## config.mk

```make
export PLATFORM = sky130hd
export DESIGN_NAME = dalu_sequencer
export DESIGN_NICKNAME = d
export VERILOG_FILES = /design/src/rtl/dalu_sequencer.sv
export SDC_FILE = /design/constraint.sdc
export NUM_CORES = 1
export LEC_CHECK = 0
export ABC_CLOCK_PERIOD_IN_PS = 3500
export CAP_MARGIN = 0
export CORE_UTILIZATION = 56
export CTS_BUF_LIST = sky130_fd_sc_hd__clkbuf_4
export DETAILED_ROUTE_END_ITERATION = 10
export PLACE_DENSITY = 0.88
export RECOVER_POWER = 25
export SETUP_SLACK_MARGIN = 0.1
export SYNTH_ARGS = -nofsm -noshare
export SYNTH_HDL_FRONTEND = slang
export SYNTH_SLANG_ARGS = --single-unit
export TNS_END_PERCENT = 5
```

## constraint.sdc

```tcl
create_clock -name clk -period 3.5 [get_ports clk]
set_input_delay 0.7 -clock clk [delete_from_list [all_inputs] [get_ports clk]]
set_output_delay 0.7 -clock clk [all_outputs]
set_load 0.02 [all_outputs]
```

## src/rtl/dalu_sequencer.sv

```systemverilog
// rtl/dalu_sequencer.sv - single-issue sequencer driving the 8-bit ALU from a 4x8 register file
// DALU_SEQ_BYPASS_EN removes EXEC and drives the ALU combinationally from the instruction port.
module dalu_sequencer #(
   parameter int NREGS = 4,
   parameter int WIDTH = 8
) (
   input  logic             clk,
   input  logic             rst_n,
   input  logic             instr_valid,
   output logic             instr_ready,
   input  logic [3:0]       instr_op,
   input  logic [1:0]       instr_dst,
   input  logic [1:0]       instr_a,
   input  logic [1:0]       instr_b,
   input  logic             instr_use_imm,
   input  logic [WIDTH-1:0] instr_imm,
   output logic [WIDTH-1:0] alu_A,
   output logic [WIDTH-1:0] alu_B,
   output logic [3:0]       alu_op,
   input  logic [WIDTH-1:0] alu_out,
   input  logic [3:0]       alu_flags,
   output logic             res_valid,
   input  logic             res_ready,
   output logic [WIDTH-1:0] res_data,
   output logic [3:0]       res_flags,
   output logic             res_err,
   input  logic [1:0]       dbg_addr,
   output logic [WIDTH-1:0] dbg_data
);

   typedef enum logic [1:0] {IDLE, EXEC, RESP} state_t;

   state_t           state;
   logic [WIDTH-1:0] regs [NREGS];
   logic [3:0]       flags_q;
   logic [3:0]       err_flags_q;
   logic [WIDTH-1:0] a_q;
   logic [WIDTH-1:0] b_q;
   logic [3:0]       op_q;
   logic [1:0]       dst_q;

   logic             accept;
   logic [WIDTH-1:0] sel_a;
   logic [WIDTH-1:0] sel_b;
   logic             do_capture;
   logic             err_now;
   logic [1:0]       wb_dst;

   assign instr_ready = (state == IDLE);
   assign accept      = instr_valid && instr_ready;
   assign sel_a       = regs[instr_a];
   assign sel_b       = instr_use_imm ? instr_imm : regs[instr_b];
   assign dbg_data    = regs[dbg_addr];

   // Architectural flags are only updated by legal opcodes; an erroring op keeps its own copy.
   assign res_flags   = res_err ? err_flags_q : flags_q;

`ifdef DALU_SEQ_BYPASS_EN
   assign alu_A      = (state == IDLE) ? sel_a : a_q;
   assign alu_B      = (state == IDLE) ? sel_b : b_q;
   assign alu_op     = (state == IDLE) ? instr_op : op_q;
   assign do_capture = accept;
   assign err_now    = instr_op[3];
   assign wb_dst     = instr_dst;
`else
   assign alu_A      = a_q;
   assign alu_B      = b_q;
   assign alu_op     = op_q;
   assign do_capture = (state == EXEC);
   assign err_now    = op_q[3];
   assign wb_dst     = dst_q;
`endif

   always_ff @(posedge clk or negedge rst_n) begin
      if (!rst_n) begin
         state       <= IDLE;
         for (int i = 0; i < NREGS; i++) regs[i] <= '0;
         flags_q     <= '0;
         err_flags_q <= '0;
         a_q         <= '0;
         b_q         <= '0;
         op_q        <= '0;
         dst_q       <= '0;
         res_valid   <= 1'b0;
         res_data    <= '0;
         res_err     <= 1'b0;
      end else begin
         case (state)
            IDLE: begin
               if (accept) begin
                  a_q   <= sel_a;
                  b_q   <= sel_b;
                  op_q  <= instr_op;
                  dst_q <= instr_dst;
`ifdef DALU_SEQ_BYPASS_EN
                  state <= RESP;
`else
                  state <= EXEC;
`endif
               end
            end
            EXEC: state <= RESP;
            RESP: begin
               if (res_ready) begin
                  res_valid <= 1'b0;
                  state     <= IDLE;
               end
            end
            default: state <= IDLE;
         endcase

         if (do_capture) begin
            res_valid <= 1'b1;
            res_data  <= alu_out;
            res_err   <= err_now;
            if (err_now) begin
               err_flags_q <= alu_flags;
            end else begin
               flags_q      <= alu_flags;
               regs[wb_dst] <= alu_out;
            end
         end
      end
   end

endmodule

```

==> flow_summary.ini <==
[routing]
post_drt_via_cell_ratio = 5.89
drc = 0
dr.pass1.iters = 4
final_antenna_net_count = 0
initialDrtViolationCount = 105
wl_per_cell_um = 19.5
postRouteWirelength_um = 7440
route.vias.total = 2251

[critical_path]
critical_path.reg2reg.startpoint = state[1]$_DFFE_PN0P_
worst_r2r_endpoint = regs[24]$_DFFE_PN0P_
crit_path_end_kind = primary output
register_to_register_setup_slack_ns = 1.39
cp_data_arrival_time_ns = 2.47
timing.critical_path.from_type = input pin
crit_required_ns = 2.80
ff2ff_path_depth = 5
critical_path_class = in -> out
worstPathMaxFanout = 8

[timing]
timing.max_slew.rel_slack_pct = -18.3
final.setup.worst_slack_ns = 0.332
final_hold_viol_count = 0
setup_total_neg_slack_ns = 0
report.final.slew_viol_count = 75
fin_skew_ns = 0.00851
timing.final.crit_period_ns = 3.17
maxClockFrequency_ghz = 0.316
period_share_pct = 90.5
worst_slew_pin_slew_ns = 1.78
rsz_0062_raised_after_global_routing = false
setup_viol = 0

[logic_synthesis]
synth_edf_count = 0
syn_nets = 266
synth.ff_latch_count = 74
yosys_warnings = 0
post_synth_num_cell_types = 21
mappedNetlistArea_um2 = 3550
ys_async_sr_fraction_pct = 100
yosysSeqAreaShare_pct = 52.2
avgSynthCellArea_um2 = 15.8
post_synth_inst_count = 225
ys_dominant_reg_cell = sky130_fd_sc_hd__dfrtp_1

[grt]
grt.overflow.total = 0
first_global_vias = 2205
grt_pass1_wl_um = 11600
grt_use_total_pct = 24.8
grt_max_degree = 75
grt_antenna_before_repair = 0

[clock_tree]
clk_slew_on_worst_s_h_paths_ns = 0.11
cts-hold-fix-buffers = 0
clk_latency_ns = 0.41
htreeDepth = 3
cts_made_buffers = 9
post_cts.resized_instances = 0
cts.root.buffer_cell = sky130_fd_sc_hd__clkbuf_4
post_cts_buffers = 0
cts.sinks = 74
clockBufferDepth = 2
cts_tree = yes

[floorplan]
rows = 28
design.die.area_um2 = 6660
initial_utilization_pct = 58.9
core_area_um2 = 6030
die_w_um = 81.6
floorplan.io_pins = 80
die_height_um = 81.6

[hold_path]
timing.hold.worst.class = reg -> reg
timing.hold.worst.start = err_flags_q[3]$_DFFE_PN0P_
worst_hold_path_cell_count = 1
hold-path-endpoint = err_flags_q[3]$_DFFE_PN0P_

[final_layout]
final_design_area_no_fill_um2 = 4520
num_antenna_cells = 0
final_nets = 344
mostFrequentLayoutCell = sky130_fd_sc_hd__clkdlybuf4s50_1
layout-area-overhead-vs-synth_pct = 27.5
final_cell_mix = 78 x sky130_fd_sc_hd__clkdlybuf4s50_1, 74 x sky130_fd_sc_hd__dfrtp_1, 68 x sky130_fd_sc_hd__mux2_2
layout-drive-gt1-share_pct = 36.8

[power_and_ir_drop]
power-per-cell-area_nw_per_um2 = 927
max_vdd_drop_v = 0.000565
p_leak_nw = 1.87

[flow_run]
max_cap_violations = 1

[place]
finalWeightedCongestion = 0.778
postPlaceCellArea_um2 = 4380
port_buffers = 79
place_hpwl_um = 4960
pre_cts_slack_ns = 0.342

[run_status]
violations = capacitance limit, slew limit
run_status = finished with violations
==> how the worst max path moves through the flow <==
stage | cells after the start | endpoint | startpoint | slack, ns
after floorplan | 2 | dbg_data[0] | dbg_addr[0] | 1.27
after global placement | 4 | dbg_data[2] | dbg_addr[0] | 0.34
after detailed placement | 4 | dbg_data[7] | dbg_addr[0] | 0.34
after CTS | 4 | dbg_data[0] | dbg_addr[0] | 0.32
after global routing | 4 | dbg_data[0] | dbg_addr[0] | 0.29
final | 4 | dbg_data[0] | dbg_addr[0] | 0.33
==> synthesized netlist by cell type (2+ instances only) <==
library cell | n | share of area (%)
sky130_fd_sc_hd__dfrtp_1 | 74 | 52
sky130_fd_sc_hd__mux2_2 | 68 | 22
sky130_fd_sc_hd__mux4_2 | 24 | 15
sky130_fd_sc_hd__a21oi_1 | 9 | 1.3
sky130_fd_sc_hd__mux2i_1 | 8 | 2.3
sky130_fd_sc_hd__nor2_1 | 8 | 0.85
sky130_fd_sc_hd__buf_2 | 7 | 0.99
sky130_fd_sc_hd__clkbuf_1 | 4 | 0.42
sky130_fd_sc_hd__ha_1 | 4 | 1.4
sky130_fd_sc_hd__inv_1 | 4 | 0.42
sky130_fd_sc_hd__o21ai_0 | 3 | 0.42
sky130_fd_sc_hd__and3b_2 | 2 | 0.56
sky130_fd_sc_hd__buf_1 | 2 | 0.21
==> power by group <==
part | internal [mW] | leakage (nW) | switching, mW | total, mW
registers | 1.28 | 0.885 | 0.337 | 1.62
clock network | 0.298 | 0.0820 | 0.286 | 0.584
logic | 1.17 | 0.902 | 0.820 | 1.99
==> per-layer routing <==
metal / wire (um) / GRT usage (%)
met3: 441 / 5.44
met1: 3120 / 33.7
met5: 0 / 0
met2: 3800 / 39.9
met4: 83 / 8.42
==> worst max-delay path, stage by stage <==
cell                              delay (ns)
sky130_fd_sc_hd__clkdlybuf4s50_1        0.46
sky130_fd_sc_hd__buf_4                  0.21
sky130_fd_sc_hd__mux4_2                 0.54
sky130_fd_sc_hd__clkdlybuf4s50_1        0.55
==> area by class of cell <==
type | count | area (um^2)
clock inverters | 4 | 67.6
repair buffers | 81 | 801
flip-flops and latches | 74 | 1850
multi-input cells | 133 | 1610
well taps | 75 | 93.8
fillers | 379 | 1500
clock buffers | 11 | 82.6
inverters | 4 | 15.0
==> registers in the layout, summed over array words and instances (netlist names) <==
name,cells
alu_op,4
res_err,1
regs,32
flags_q,4
state,2
res_data,8
res_valid,1
dst_q,2
alu_B,8
err_flags_q,4
alu_A,8
==> cell families after synthesis <==
kind of cell,share of synthesized area [%]
and+or+nand+nor,3.07
buffers and inverters,2.36
adders and majority gates,1.41
DFF,52.2
AOI/OAI and AO/OA,1.90
muxes,39.1
==> stage by stage <==
| step | utilization [%] | std cells | hold WS [ns] | power [mW] |
|---|---|---|---|---|
| 5_1_grt | 75.1 | 382 | 0.533 | 4.43 |
| 3_3_place_gp | 72.6 | 367 | 0.482 | 3.55 |
| 6_report | 75.1 | 382 | 0.511 | 4.20 |
| 4_1_cts | 75.1 | 382 | 0.423 | 4.23 |
| 3_5_place_dp | 72.6 | 367 | 0.491 | 3.63 |
| 2_1_floorplan | - | 225 | 0.404 | 2.84 |
Power figures use the tool's default switching activity.
